## config.mk

```make
export PLATFORM = sky130hd
export DESIGN_NAME = shift_result_stage
export DESIGN_NICKNAME = d
export VERILOG_FILES = /design/src/rtl/shift_result_stage.sv
export SDC_FILE = /design/constraint.sdc
export NUM_CORES = 1
export LEC_CHECK = 0
export ABC_AREA = 1
export CAP_MARGIN = 20
export CORE_UTILIZATION = 35
export CTS_BUF_LIST = sky130_fd_sc_hd__clkbuf_8
export DETAILED_ROUTE_END_ITERATION = 8
export HOLD_SLACK_MARGIN = 0.15
export PLACE_DENSITY = 0.67
export SETUP_SLACK_MARGIN = 0.1
export SYNTH_ARGS = -nofsm -noshare
export SYNTH_HDL_FRONTEND = slang
export SYNTH_SLANG_ARGS = --single-unit
```

## constraint.sdc

```tcl
create_clock -name clock -period 13.8 [get_ports clock]
set_input_delay 4.14 -clock clock [delete_from_list [all_inputs] [get_ports clock]]
set_output_delay 4.14 -clock clock [all_outputs]
set_load 0.03 [all_outputs]
```

## src/rtl/shift_result_stage.sv

```systemverilog
// Result stage for the shift/rotate units: selects a unit result by opcode, derives flags,
// and buffers entries in a 2-deep elastic FIFO with registered head outputs.
module shift_result_stage #(
    parameter int unsigned DEPTH = 2,
    parameter int unsigned CNT_W = 16
) (
    input  logic             clock,
    input  logic             clear,

    input  logic             in_valid,
    output logic             in_ready,
    input  logic [2:0]       op,
    input  logic [31:0]      data_in,
    input  logic [31:0]      shift_val,
    input  logic [31:0]      res_shl,
    input  logic [31:0]      res_shr,
    input  logic [31:0]      res_shra,
    input  logic [31:0]      res_rol,
    input  logic [31:0]      res_ror,

    output logic             out_valid,
    input  logic             out_ready,
    output logic [31:0]      z_out,
    output logic             flag_z,
    output logic             flag_n,
    output logic             flag_c,
    output logic             flag_r,
    output logic             flag_ill,

    output logic [CNT_W-1:0] ops_done
);

    typedef struct packed {
        logic [31:0] result;
        logic        z;
        logic        n;
        logic        c;
        logic        r;
        logic        ill;
    } entry_t;

    localparam logic [2:0] OP_SHL  = 3'd0;
    localparam logic [2:0] OP_SHR  = 3'd1;
    localparam logic [2:0] OP_SHRA = 3'd2;
    localparam logic [2:0] OP_ROL  = 3'd3;
    localparam logic [2:0] OP_ROR  = 3'd4;

    localparam logic [1:0] FULL_COUNT = 2'(DEPTH);

    // ------------------------------------------------------------------
    // Result selection and flag derivation
    // ------------------------------------------------------------------
    logic [31:0] sel_result;
    logic        legal;
    logic        carry;
    logic        amt_zero;
    logic        amt_le32;
    logic        amt_ge32;
    logic [4:0]  shr_idx;
    logic [4:0]  shl_idx;
    entry_t      new_entry;

    always_comb begin
        sel_result = '0;
        legal      = 1'b1;
        case (op)
            OP_SHL:  sel_result = res_shl;
            OP_SHR:  sel_result = res_shr;
            OP_SHRA: sel_result = res_shra;
            OP_ROL:  sel_result = res_rol;
            OP_ROR:  sel_result = res_ror;
            default: legal = 1'b0;
        endcase
    end

    assign amt_zero = (shift_val == 32'd0);
    assign amt_le32 = (shift_val <= 32'd32);
    assign amt_ge32 = (shift_val >= 32'd32);

    // For amounts 1..32, shr_idx = a-1 and shl_idx = 32-a = ~(a-1) in five bits.
    assign shr_idx = shift_val[4:0] - 5'd1;
    assign shl_idx = ~shr_idx;

    always_comb begin
        carry = 1'b0;
        case (op)
            OP_SHL:  carry = ~amt_zero & amt_le32 & data_in[shl_idx];
            OP_SHR:  carry = ~amt_zero & amt_le32 & data_in[shr_idx];
            OP_SHRA: begin
                if (amt_zero) begin
                    carry = 1'b0;
                end else if (amt_ge32) begin
                    carry = data_in[31];
                end else begin
                    carry = data_in[shr_idx];
                end
            end
            OP_ROL:  carry = ~amt_zero & ~amt_ge32 & sel_result[0];
            OP_ROR:  carry = ~amt_zero & ~amt_ge32 & sel_result[31];
            default: carry = 1'b0;
        endcase
    end

    always_comb begin
        new_entry.result = sel_result;
        new_entry.z      = (sel_result == 32'd0);
        new_entry.n      = sel_result[31];
        new_entry.c      = legal & carry;
        new_entry.r      = legal & (shift_val > 32'd31);
        new_entry.ill    = ~legal;
    end

    // ------------------------------------------------------------------
    // Two-entry FIFO with a registered copy of the head entry
    // ------------------------------------------------------------------
    entry_t           mem_q [2];
    entry_t           mem_d [2];
    logic             wr_ptr_q, wr_ptr_d;
    logic             rd_ptr_q, rd_ptr_d;
    logic [1:0]       count_q, count_d;
    entry_t           head_q, head_d;
    logic             valid_q, valid_d;
    logic [CNT_W-1:0] ops_q, ops_d;
    logic             push;
    logic             pop;

    assign in_ready = (count_q < FULL_COUNT) & ~clear;
    assign push     = in_valid & in_ready;
    assign pop      = valid_q & out_ready;

    always_comb begin
        mem_d[0] = mem_q[0];
        mem_d[1] = mem_q[1];
        wr_ptr_d = wr_ptr_q;
        rd_ptr_d = rd_ptr_q;
        count_d  = count_q;
        ops_d    = ops_q;

        if (push) begin
            mem_d[wr_ptr_q] = new_entry;
            wr_ptr_d        = ~wr_ptr_q;
        end
        if (pop) begin
            rd_ptr_d = ~rd_ptr_q;
            ops_d    = ops_q + 1'b1;
        end

        case ({push, pop})
            2'b10:   count_d = count_q + 2'd1;
            2'b01:   count_d = count_q - 2'd1;
            default: count_d = count_q;
        endcase

        // Looking through mem_d lets a same-cycle push become head with no extra latency.
        valid_d = (count_d != 2'd0);
        head_d  = valid_d ? mem_d[rd_ptr_d] : '0;
    end

    always_ff @(posedge clock or posedge clear) begin
        if (clear) begin
            mem_q[0] <= '0;
            mem_q[1] <= '0;
            wr_ptr_q <= 1'b0;
            rd_ptr_q <= 1'b0;
            count_q  <= 2'd0;
            head_q   <= '0;
            valid_q  <= 1'b0;
            ops_q    <= '0;
        end else begin
            mem_q[0] <= mem_d[0];
            mem_q[1] <= mem_d[1];
            wr_ptr_q <= wr_ptr_d;
            rd_ptr_q <= rd_ptr_d;
            count_q  <= count_d;
            head_q   <= head_d;
            valid_q  <= valid_d;
            ops_q    <= ops_d;
        end
    end

    assign out_valid = valid_q;
    assign z_out     = head_q.result;
    assign flag_z    = head_q.z;
    assign flag_n    = head_q.n;
    assign flag_c    = head_q.c;
    assign flag_r    = head_q.r;
    assign flag_ill  = head_q.ill;
    assign ops_done  = ops_q;

endmodule

```

==> metrics.md <==
| Metric | Value |
|---|---|
| Outcome | `finished clean` |
| Via count | `7,451` |
| Die Wd | `145 um` |
| Post-Syn Instances | `978` |
| Yosys top cell area share | `0.461` |
| Largest family of logic cells by synthesized area | `simple AND/OR/NAND/NOR gates` |
| # nets final | `1,474` |
| Worst reg2reg path depth | `9` |
| Slowest cell on crit path | `clkdlybuf4s50_1` |
| Fmax | `103 MHz` |
| CTS HTree Levels | `4` |
| Synth unique cells | `35` |
| Hold Path Class | `flop to flop` |
| # setup viols final | `0` |
| CP peak stage delay | `0.69 ns` |
| Largest area contributor in the netlist | `dfrtp_1` |
| Die height | `145 um` |
| Routed vias/inst | `4.91` |
| Global-route wire length before repair | `37,900 um` |
| Simple-Gate Fraction of Synth Area | `0.336` |
| Delay-heaviest family, CP | `buffers and inverters` |
| Crit path buffers/inverters | `2` |
| Slew @ Worst Pin | `1.04 ns` |
| Post-DP Area | `10,200 um2` |
| Max-cap violation count | `0` |
| Synth top area cells | `dfrtp_1 (46%), nand2_1 (18%), o21ai_0 (6.9%), nor2_1 (6.8%), nand3_1 (6.3%)` |
| Share of flip-flops with an asynchronous set or reset | `1.00` |
| Crit start category | `input pin` |
| Final Cell Area | `10,600 um2` |
| Complex-gate fraction of the synthesized area | `0.115` |
| CTS buffer count | `17` |
| Vias in the first global route | `7,104` |
| Starting density of the core | `0.362` |
| Final hold viol count | `0` |
| Cell Pwr Density | `164 nW/um2` |
| CP arrival | `5.56 ns` |
| Worst EP required | `9.66 ns` |
| Clock transition at the registers of the reported paths | `0.07 ns` |
| Detail Placement HPWL | `17,400 um` |
| IO Count | `286` |
| Post-synthesis sequential area ratio | `0.461` |
| Drt drc | `0` |
| RSZ-0062 raised after global routing | `false` |
| Layout area overhead | `48.2%` |
| Maximum vdd drop | `0.0913 mV` |
| Dominant synthesized flop cell | `dfrtp_1` |
| Pre-CTS WS | `4.11 ns` |
| Crit-path cells | `clkdlybuf4s50_1 -> nor2_2 -> clkdlybuf4s50_1` |
| Syn_nets | `1,212` |
| Worst Path Class, Setup | `input pin to primary output` |
| Synthesized cell area | `7160 um2` |
| Row cnt | `51` |
| Initial antenna violation count | `0` |
| Leakage power | `4.88 nW` |
| Detailed Routing Iterations Pass 1 | `5` |
| Core region area | `19,800 um2` |
| Slew Viols, Final | `0` |
| Clock Tree Root | `clkbuf_8` |
| Num Clock Sinks | `132` |
| Cts hold-fix bufs | `0` |
| Most numerous cell on the critical path | `clkdlybuf4s50_1` |
| Longest Clk Path Bufs | `2` |
| Tot Pwr | `0.00174 W` |
| Top-count cell post-synth | `nand2_1` |
| Antenna cells | `0` |
| Routed len/inst | `16.0 um` |
| Die area | `21,000 um2` |
| Post-Synth XOR/XNOR Area | `0.0232` |
| GRT overflow | `0` |
| Slew headroom | `0.307` |
| Worst Skew | `0.00762 ns` |
| Routability cong. | `0.855` |
| Share of cells above drive strength 1 | `0.0567` |
| Setup TNS | `0 ns` |
| CTS tree | `done` |
| Synth top cells by count | `nand2_1 (335), dfrtp_1 (132), nor2_1 (129), o21ai_0 (99), nand3_1 (90)` |
| First-iteration detailed-routing DRC count | `479` |
| Crit path max fanout | `3` |
| Post-synthesis mux area share | `0` |
| Later-pin clock latency in the skew report | `0.45 ns` |
| Largest net degree at the start of global routing | `70` |
| Final worst-path cycle share | `0.703` |
| Post-synth EDFFs | `0` |
| Drt total wl | `24,300 um` |
| Worst hold margin | `0.473 ns` |
| Final WS setup | `4.10 ns` |
| Mean Syn Cell Area | `7.32 um2` |
| Routed Antenna Nets | `0` |
| Seq cells post-synth | `132` |
| Post-synthesis adder-cell area fraction | `0.00524` |
| Post-cts sizing count | `0` |
| Total GRT Usage | `0.232` |
| Worst setup EP type | `primary output` |
| Port Buf Inserts | `285` |
| Hold path cells | `2` |
| Final min period | `9.70 ns` |
| YS warnings | `0` |
| Critical Path Stages | `3` |
| Post-CTS Setup Bufs | `0` |
flip-flops by register name (all words and copies together) (netlist names):
signal / cells
flag_n: 1
flag_z: 1
wr_ptr_q: 1
ops_done: 16
flag_r: 1
count_q: 2
flag_c: 1
rd_ptr_q: 1
z_out: 32
out_valid: 1
mem_q: 74
flag_ill: 1
cell usage in the layout, fill, tap and decap left out, drive strengths merged, types with 6 or more instances in the layout:
| cell type | n |
|---|---|
| inv | 52 |
| clkdlybuf4s50 | 285 |
| dfrtp | 132 |
| nor2 | 134 |
| clkbuf | 17 |
| nand2 | 338 |
| o21ai | 100 |
| xnor2 | 9 |
| a22o | 13 |
| buf | 6 |
| clkinv | 6 |
| nand4 | 10 |
| nand3 | 91 |
| a211oi | 9 |
| xor2 | 10 |
through the flow:
step / std cells / utilization
after floorplan: 978 / -
after global placement: 1486 / 0.515
after detailed placement: 1486 / 0.515
after CTS: 1518 / 0.536
after global routing: 1518 / 0.536
final: 1518 / 0.536
power by group:
part	total [W]	internal, W	switching, W
combinational	0.000796	0.000309	0.000487
clock	0.000336	0.000179	0.000157
sequential	0.000606	0.000550	0.0000558
total	0.00174	0.00104	0.000700
cell type report:
| class | instances | area (um2) |
|---|---|---|
| timing repair buffer | 291 | 2900 |
| fill | 1869 | 9180 |
| multi-input combinational | 747 | 3460 |
| tap | 265 | 332 |
| clock buffer | 17 | 234 |
| inverter | 51 | 196 |
| sequential | 132 | 3300 |
| clock inverter | 15 | 181 |
final timing paths:
path                            start  slack (ns)           to
setup / recovery                clear        4.10     in_ready
hold / removal              mem_q[36]        0.47    mem_q[36]
setup reg to reg           count_q[1]       10.90       flag_r
hold reg to reg             mem_q[36]        0.47    mem_q[36]
max in group asynchronous       clear        8.32    mem_q[24]
min in group asynchronous       clear        4.21  ops_done[0]
cells by family (layout without fill, tap and decap cells):
group / count (synthesis) / in the layout
AOI/OAI and AO/OA: 138 / 138
adders and majority gates: 3 / 3
and+or+nand+nor: 587 / 587
buffers and inverters: 99 / 374
xor gates and xnor gates: 19 / 19
DFF: 132 / 132
per-layer routing:
layer | GRT usage | up-vias | part of all wire
met3 | 0.0425 | 34 | 0.051
met1 | 0.307 | 3470 | 0.45
met2 | 0.377 | 257 | 0.48
met5 | 0 | - | 0
met4 | 0.0819 | 0 | 0.021
li1 | - | 3690 | -
worst reg2reg max path: stages (launching register included):
cell	delay, ns
dfrtp_1	0.41
nor2_2	0.15
nand2_1	0.13
nor2_2	0.34
inv_2	0.39
nor2_1	0.20
inv_1	0.46
o21ai_0	0.42
nor2_1	0.07
nor2_1	0.22
Power figures use the tool's default switching activity.
